[src/rtl/seg7_scan_driver.sv]
// Time-multiplexed driver for a 4-digit common-anode seven-segment display.
// Owns the scan prescaler, digit sequencing, frame-synchronous capture, hex decode and blanking.
module seg7_scan_driver #(
  parameter int TICK_CYCLES = 131072
) (
  input  logic        CLK,
  input  logic        clr,
  input  logic [15:0] disp_data,
  input  logic [3:0]  dp_mask,
  input  logic        lz_en,
  input  logic        en,
  output logic [3:0]  pos_ctrl,
  output logic [7:0]  num_ctrl,
  output logic        frame_done
);

  localparam int CNT_W = $clog2(TICK_CYCLES);
  localparam logic [CNT_W-1:0] CNT_LAST = CNT_W'(TICK_CYCLES - 1);

  logic [CNT_W-1:0] cnt;
  logic [1:0]       idx;
  logic [15:0]      shadow_data;
  logic [3:0]       shadow_dp;
  logic             shadow_lz;
  logic             load_pend;

  logic       tick;
  logic       load;
  logic [3:0] nibble;
  logic       blank;
  logic [6:0] seg;

  always_comb begin
    tick   = (cnt == CNT_LAST);
    load   = load_pend || (tick && (idx == 2'd3));
    nibble = shadow_data[{idx, 2'b00} +: 4];

    // A digit is blank only if it and every digit to its left are zero.
    blank = 1'b0;
    case (idx)
      2'd1:    blank = shadow_lz && (shadow_data[15:4]  == 12'h000);
      2'd2:    blank = shadow_lz && (shadow_data[15:8]  == 8'h00);
      2'd3:    blank = shadow_lz && (shadow_data[15:12] == 4'h0);
      default: blank = 1'b0;
    endcase

    seg = 7'h7F;
    case (nibble)
      4'h0: seg = 7'h40;
      4'h1: seg = 7'h79;
      4'h2: seg = 7'h24;
      4'h3: seg = 7'h30;
      4'h4: seg = 7'h19;
      4'h5: seg = 7'h12;
      4'h6: seg = 7'h02;
      4'h7: seg = 7'h78;
      4'h8: seg = 7'h00;
      4'h9: seg = 7'h10;
      4'hA: seg = 7'h08;
      4'hB: seg = 7'h03;
      4'hC: seg = 7'h46;
      4'hD: seg = 7'h21;
      4'hE: seg = 7'h06;
      default: seg = 7'h0E;
    endcase
    if (blank) seg = 7'h7F;
  end

  always_ff @(posedge CLK or posedge clr) begin
    if (clr) begin
      cnt         <= '0;
      idx         <= 2'd0;
      shadow_data <= 16'h0000;
      shadow_dp   <= 4'h0;
      shadow_lz   <= 1'b0;
      load_pend   <= 1'b1;
      pos_ctrl    <= 4'b1111;
      num_ctrl    <= 8'hFF;
      frame_done  <= 1'b0;
    end else begin
      cnt <= tick ? '0 : cnt + 1'b1;
      if (tick) idx <= idx + 2'd1;

      // Shadow copy only moves at frame boundaries so a frame never tears.
      if (load) begin
        shadow_data <= disp_data;
        shadow_dp   <= dp_mask;
        shadow_lz   <= lz_en;
      end
      load_pend  <= 1'b0;
      frame_done <= load;

      pos_ctrl <= en ? ~(4'b0001 << idx) : 4'b1111;
      num_ctrl <= {~shadow_dp[idx], seg};
    end
  end

endmodule

[config.mk]
export PLATFORM = sky130hd
export DESIGN_NAME = seg7_scan_driver
export DESIGN_NICKNAME = d
export VERILOG_FILES = /design/src/rtl/seg7_scan_driver.sv
export SDC_FILE = /design/constraint.sdc
export NUM_CORES = 1
export LEC_CHECK = 0
export BUFFER_PORTS_ARGS = -buffer_cell sky130_fd_sc_hd__buf_2
export CAP_MARGIN = 20
export CORE_AREA = 2 2 79 81
export DETAILED_ROUTE_END_ITERATION = 10
export DIE_AREA = 0 0 81 83
export GPL_TIMING_DRIVEN = 0
export PLACE_DENSITY = 0.61
export SLEW_MARGIN = 20
export SYNTH_ARGS = -nofsm -noshare
export SYNTH_HDL_FRONTEND = slang
export SYNTH_SLANG_ARGS = --single-unit
[constraint.sdc]
create_clock -name CLK -period 2.4 [get_ports CLK]
set_clock_uncertainty 0.05 [all_clocks]
set_input_delay 0 -clock CLK [delete_from_list [all_inputs] [get_ports CLK]]
set_output_delay 0 -clock CLK [all_outputs]
set_load 0.02 [all_outputs]
==> flow_summary.toml, run 1 <==
[synthesis]
synth_fa_ha_area_frac = 0.0585
syn-num-nets = 243
synth_top_family_by_area = "multiplexers"
synth-seq-cells = 54
synthCells = 207
synth_compound_area_frac = 0.0536
yosys-top-cells-area = "dfrtp_1, dfstp_2, mux2_2"
synth_top_area_share = 0.400
ys_seq_area_frac = 0.533
synth_xor_area_frac = 0.0546
synth_cell_type_count = 34
syn_avg_cell_area_sq_um = 12.4
synth_warnings = 0
synth_top_area_cell = "dfrtp_1"
synth_simple_gate_area_frac = 0.116
netlist_area_sq_um = 2570
synth_mux_area_frac = 0.151

[placed_design]
dp_hpwl_um = 3240
io_buffers = 36
place_area_sq_um = 2840
gp_congestion = 0.743
dp_slack_ns = -0.0896

[global_routing]
grt_remaining_overflow = 0
grt_pass1_wl_um = 8080
grt_usage = 0.153
antenna_found_initial = 0
grt_max_degree = 55
grt_pass1_vias = 1726

[sta]
fmax_ghz = 0.440
post-route-period-util = 0.948
hold_violations = 0
tightestPinTransition_ns = 0.658
rsz0062_at_grt = "false"
slew_headroom = 0.561
setup_viol = 0
slew_viol_final = 0
min_period_ns = 2.27
fin_ws_ns = 0.126
holdWs_ns = 0.283
fin_setup_tns_ns = 0

[power]
cellPowerDensity_nw_per_um2 = 603
p_leak_nw = 1.44
ir_drop_mv = 0.432

[floorplan]
num_rows = 28
fp.dieH_um = 83
die_x_um = 81
die-area_sq_um = 6720
num_io_pins = 37
initial_utilization = 0.441
core_sq_um = 5820

[finish]
nets = 309
utilization = 0.552
final_cell_mix = "dfrtp_1, buf_2, dlygate4sd3_1"
layout-drive-gt1-share = 0.347
nFillCells = 524
multi_input_area_sq_um = 1130
regArea_sq_um = 1370
final_common_cell = "dfrtp_1"
diodes = 0
finalInstanceArea_sq_um = 3210
area_growth_pct = 25.0

[worst_setup_path]
endpoint_kind = "flip-flop"
r2r_start = "cnt[0]$_DFF_PP0_"
rr_worst_depth = 8
critPathLaunchType = "flip-flop"
reg2reg_slack_ns = 0.13
arrival_ns = 2.42
path_class = "reg -> reg"
crit_path_max_fanout = 10
rr_endpoint = "shadow_dp[2]$_DFFE_PP0P_"
critPathLaunch = "cnt[0]$_DFF_PP0_"
cp_data_required_time_ns = 2.54

[route]
drc = 0
ant_nets = 0
via_count = 1774
wire_per_inst_um = 13.8
routed_wl_um = 4820
drt_pass1_iterations = 4
vias_per_cell = 5.08
dr.first_iter.drc_count = 105

[clocking]
clock_path_buffers = 2
cts_made_buffers = 5
cts-root-buf = "clkbuf_8"
clk_pin_slew_ns = 0.09
cts.sinks = 54
htreeDepth = 2
tritoncts = "built"
insertion_delay_ns = 0.30

[flow_run]
drv_cap = 0

[hold_path]
hp-class = "in -> async"

[run_status]
status = "completed"
routing by layer:
layer / GRT usage / vias up / wire length (um)
met5: 0 / - / 0
met4: 0.0539 / 0 / 71
met3: 0.0283 / 7 / 155
met2: 0.234 / 36 / 2240
met1: 0.216 / 872 / 2350
li1: - / 859 / -
worst max-delay path by stage:
stage / to
5_1_grt: shadow_data[1]$_DFFE_PP0P_
2_1_floorplan: shadow_data[10]$_DFFE_PP0P_
6_report: shadow_dp[2]$_DFFE_PP0P_
3_5_place_dp: cnt[6]$_DFF_PP0_
3_3_place_gp: shadow_dp[2]$_DFFE_PP0P_
4_1_cts: cnt[6]$_DFF_PP0_
final cells by class:
class | instances | share of cell area
plain buffers | 8 | 0.0179
clock buffers | 7 | 0.0269
clock inverters | 1 | 0.00936
inverters | 9 | 0.0113
multi-input cells | 136 | 0.351
flip-flops and latches | 54 | 0.426
well taps | 75 | 0.0292
repair buffers | 59 | 0.128
logic make-up after synthesis:
group / count (synthesis)
compound gates: 22
xor+xnor: 16
fa+ha+maj: 12
buf+inv: 17
flops: 54
mux: 28
other cells: 1
simple gates: 57
worst max-delay path, stage by stage (launching register included):
cell and delay [ns]:
dfrtp_1 0.42, ha_1 0.25, and4_1 0.26, nand3_1 0.14, nor2_1 0.06, ha_1 0.22, a21oi_4 0.19, buf_4 0.22
mux2_2 0.35
synth_stat cells:
| cell | instances |
|---|---|
| and3_1 | 1 |
| mux2_4 | 1 |
| mux2_2 | 21 |
| nor3b_1 | 2 |
| o21a_1 | 3 |
| inv_1 | 9 |
| ha_1 | 12 |
| nand2_1 | 14 |
| o221ai_1 | 1 |
| nor2b_1 | 1 |
| nor4_1 | 3 |
| o21ai_1 | 2 |
| o211ai_1 | 4 |
| xnor2_1 | 2 |
| a21oi_1 | 5 |
| conb_1 | 1 |
| buf_2 | 4 |
| nand3_1 | 7 |
| or3_1 | 3 |
| or2_0 | 1 |
| o21ai_0 | 5 |
| xor2_1 | 14 |
| o31ai_1 | 1 |
| dfstp_2 | 13 |
| buf_6 | 2 |
| and2_1 | 1 |
| mux4_2 | 6 |
| clkbuf_1 | 2 |
| nor2_1 | 14 |
| and4_1 | 4 |
| dfrtp_1 | 41 |
| o2111ai_1 | 1 |
| nand2b_4 | 1 |
| nand4_1 | 5 |
stage by stage:
stage | power (mW) | cells
2_1_floorplan | 1.22 | 207
3_3_place_gp | 1.29 | 318
3_5_place_dp | 1.30 | 318
4_1_cts | 1.96 | 349
5_1_grt | 2.02 | 349
6_report | 1.94 | 349
sequential cells by signal (all words and copies together) (netlist names):
| name | flops |
|---|---|
| shadow_lz | 1 |
| idx | 2 |
| shadow_dp | 4 |
| shadow_data | 16 |
| load_pend | 1 |
| frame_done | 1 |
| pos_ctrl | 4 |
| num_ctrl | 8 |
| cnt | 17 |
power breakdown:
part | switching [mW] | total [mW] | leakage (nW) | internal (mW)
logic | 0.139 | 0.288 | 0.734 | 0.149
clock network | 0.284 | 0.625 | 0.0585 | 0.340
registers | 0.0361 | 1.02 | 0.644 | 0.987
total | 0.460 | 1.94 | 1.44 | 1.48
what timing repair did:
item                                    4_1_cts  5_1_grt
endpoints found under the setup margin       29       29
pin swaps                                     0        0
hold buffers                                 23        0
gates resized for setup                       4        3
endpoints found under the hold margin        66        0
cloned                                        0        0
setup buffers                                 0        0
Power figures use the tool's default switching activity.
==> inputs of run 2 (changes only) <==
--- a/config.mk
+++ b/config.mk
@@ -5,13 +5,15 @@
 export SDC_FILE = /design/constraint.sdc
 export NUM_CORES = 1
 export LEC_CHECK = 0
+export ABC_AREA = 1
 export BUFFER_PORTS_ARGS = -buffer_cell sky130_fd_sc_hd__buf_2
 export CAP_MARGIN = 20
-export CORE_AREA = 2 2 79 81
+export CORE_AREA = 2 2 82 84
 export DETAILED_ROUTE_END_ITERATION = 10
-export DIE_AREA = 0 0 81 83
+export DIE_AREA = 0 0 84 86
 export GPL_TIMING_DRIVEN = 0
-export PLACE_DENSITY = 0.61
+export PLACE_DENSITY = 0.6
+export SETUP_SLACK_MARGIN = 0.5
 export SLEW_MARGIN = 20
 export SYNTH_ARGS = -nofsm -noshare
 export SYNTH_HDL_FRONTEND = slang
==> run 2 against run 1 <==
Effect of this change:
- fmax is 3.1% lower
- global-route usage increased by 2.7 points
- setup slack worse by 0.073 ns
- first-iteration DRC count rose by 7.6%
- non-clock buffer count is 14 higher
- total power down 4.6%
- critical path type unchanged
- synthesized cell count up 51%
==> flow_summary.toml, run 2 <==
[run_status]
status = "completed"

[synthesis]
synth_common_cells = "nand2_1, dfrtp_1, inv_1"
ys_seq_area_frac = 0.499
synthCells = 313
synth_top_area_cell = "dfrtp_1"
ys_async_sr_fraction = 1.00
yosys-top-cells-area = "dfrtp_1, dfstp_2, nand2_1"
synth_cell_type_count = 30
synth-main-ff-cell = "dfrtp_1"
netlist_area_sq_um = 2740
syn-num-nets = 349
synth_warnings = 0
yosysMostFrequentCell = "nand2_1"
synth_edf_count = 0
syn_avg_cell_area_sq_um = 8.76
synth-seq-cells = 54
synth_top_area_share = 0.374

[flow_run]
drv_cap = 0

[clocking]
cts_made_buffers = 5
tritoncts = "built"
cts.sinks = 54
clock_path_buffers = 2
htreeDepth = 2
clk_pin_slew_ns = 0.10
cts-root-buf = "clkbuf_8"
insertion_delay_ns = 0.31

[power]
power_mw = 1.85
ir_drop_mv = 0.316
p_leak_nw = 1.84
cellPowerDensity_nw_per_um2 = 500

[worst_setup_path]
rr_endpoint = "shadow_data[7]$_DFFE_PP0P_"
path_buf_inv = 4
critPathTopFamily = "simple AND/OR/NAND/NOR gates"
slowest_stage = "dfrtp_1"
critPathLaunchType = "flip-flop"
reg2reg_slack_ns = 0.05
r2r_start = "cnt[0]$_DFF_PP0_"
rr_worst_depth = 13
cp_data_required_time_ns = 2.55
endpoint_kind = "flip-flop"
path_cells = "ha_2 > nand2_4 > nor2_4 > inv_2 > nor2_4 > nand3_2 > nor3_2 > ha_2 > buf_6 > inv_4 > o21bai_4 > buf_6 > mux2_2"
arrival_ns = 2.50
cp_slowest_stage_delay_ns = 0.37
crit_path_max_fanout = 5
path_class = "reg -> reg"

[sta]
post-route-period-util = 0.978
tightestPinTransition_ns = 0.667
slew_headroom = 0.555
slew_viol_final = 0
fin_ws_ns = 0.0529
setup_viol = 0
hold_violations = 0
fmax_ghz = 0.426
rsz0062_at_grt = "true"
min_period_ns = 2.35

[finish]
utilization = 0.588
reg_top3 = "cnt: 17 flops, shadow_data: 16 flops, num_ctrl: 8 flops"
regMostFlops = "cnt"
final_cell_mix = "nand2_1, dfrtp_1, buf_2"
area_growth_pct = 34.6
nets = 430
nFillCells = 534
final_common_cell = "nand2_1"
layout-drive-gt1-share = 0.357
finalInstanceArea_sq_um = 3690
diodes = 0
fin_cells = 472
largest_register_ffs = 17

[global_routing]
grt_pass1_wl_um = 10300
grt_max_degree = 55
antenna_found_initial = 0
grt_usage = 0.179
grt_pass1_vias = 2163
grt_remaining_overflow = 0

[route]
drc = 0
drt_pass1_iterations = 4
dr.first_iter.drc_count = 113
vias_per_cell = 4.84
via_count = 2283
wire_per_inst_um = 12.8
routed_wl_um = 6040
ant_nets = 0

[floorplan]
core_sq_um = 6280
die-area_sq_um = 7220
fp.dieH_um = 86
num_rows = 29
initial_utilization = 0.437
num_io_pins = 37
die_x_um = 84

[placed_design]
io_buffers = 36
place_area_sq_um = 3060
dp_hpwl_um = 3850
placedCellCount = 426
dp_slack_ns = -0.158
gp_congestion = 0.838

[hold_path]
hp-class = "in -> async"
-- run 2: how the worst max path moves through the flow --
stage / slack (ns) / start / cells past startpoint / end
after floorplan: 0.14 / cnt[0]$_DFF_PP0_ / 13 / shadow_data[12]$_DFFE_PP0P_
after global placement: -0.16 / cnt[0]$_DFF_PP0_ / 13 / shadow_data[3]$_DFFE_PP0P_
after detailed placement: -0.16 / cnt[0]$_DFF_PP0_ / 13 / shadow_data[7]$_DFFE_PP0P_
after CTS: 0.07 / cnt[0]$_DFF_PP0_ / 13 / shadow_data[7]$_DFFE_PP0P_
after global routing: -0.07 / cnt[0]$_DFF_PP0_ / 13 / shadow_data[2]$_DFFE_PP0P_
final: 0.05 / cnt[0]$_DFF_PP0_ / 13 / shadow_data[7]$_DFFE_PP0P_
-- run 2: layout make-up --
type                    count  area, sq um  area share
plain buffers               7         68.8      0.0187
clock inverters             2         13.8     0.00373
well taps                  77         96.3      0.0261
multi-input cells         216         1380       0.373
clock buffers               6         72.6      0.0197
flip-flops and latches     54         1370       0.371
inverters                  36          140      0.0380
repair buffers             74          551       0.149
-- run 2: metal layers --
layer / part of all wire / global-route usage / wire, um
met1: 0.48 / 0.258 / 2920
met2: 0.46 / 0.277 / 2790
met3: 0.044 / 0.0375 / 267
met4: 0.0098 / 0.0484 / 59
met5: 0 / 0 / 0
-- run 2: where the power goes --
group          switching (mW)  internal (mW)
sequential             0.0279          0.983
clock                   0.307          0.209
combinational           0.173          0.146
-- run 2: logic make-up (layout without fill, tap and decap cells) --
logic type / count (synthesis) / count (layout) / synth area share
flip-flops: 54 / 54 / 0.499
buffers and inverters: 43 / 125 / 0.0707
AND/OR/NAND/NOR: 160 / 160 / 0.257
multiplexers: 13 / 13 / 0.0534
other: 1 / 1 / 0.00137
XOR/XNOR: 1 / 1 / 0.00320
adder cells (fa/ha/maj): 12 / 12 / 0.0548
AO/OA/AOI/OAI: 29 / 29 / 0.0603
-- run 2: worst register-to-register path, cell delays in order, from the launching register on --
cell,delay [ns]
dfrtp_1,0.37
ha_2,0.21
nand2_4,0.07
nor2_4,0.10
inv_2,0.06
nor2_4,0.13
nand3_2,0.09
nor3_2,0.13
ha_2,0.19
buf_6,0.11
inv_4,0.04
o21bai_4,0.19
buf_6,0.17
mux2_2,0.33
-- run 2: what timing repair did --
| action | 4_1_cts | 5_1_grt |
|---|---|---|
| cloned | 2 | 0 |
| pin swaps | 9 | 1 |
| endpoints found under the setup margin | 36 | 46 |
| endpoints found under the hold margin | 66 | 0 |
| hold buffers | 23 | 0 |
| buffers inserted | 10 | 3 |
| resized for setup | 40 | 31 |
-- run 2: through the flow --
stage | TNS, ns | hold slack [ns]
6_report | 0 | 0.274
5_1_grt | -0.525 | 0.334
4_1_cts | 0 | 0.309
3_5_place_dp | -1.79 | 0.105
3_3_place_gp | -1.83 | 0.160
2_1_floorplan | 0 | -0.00653
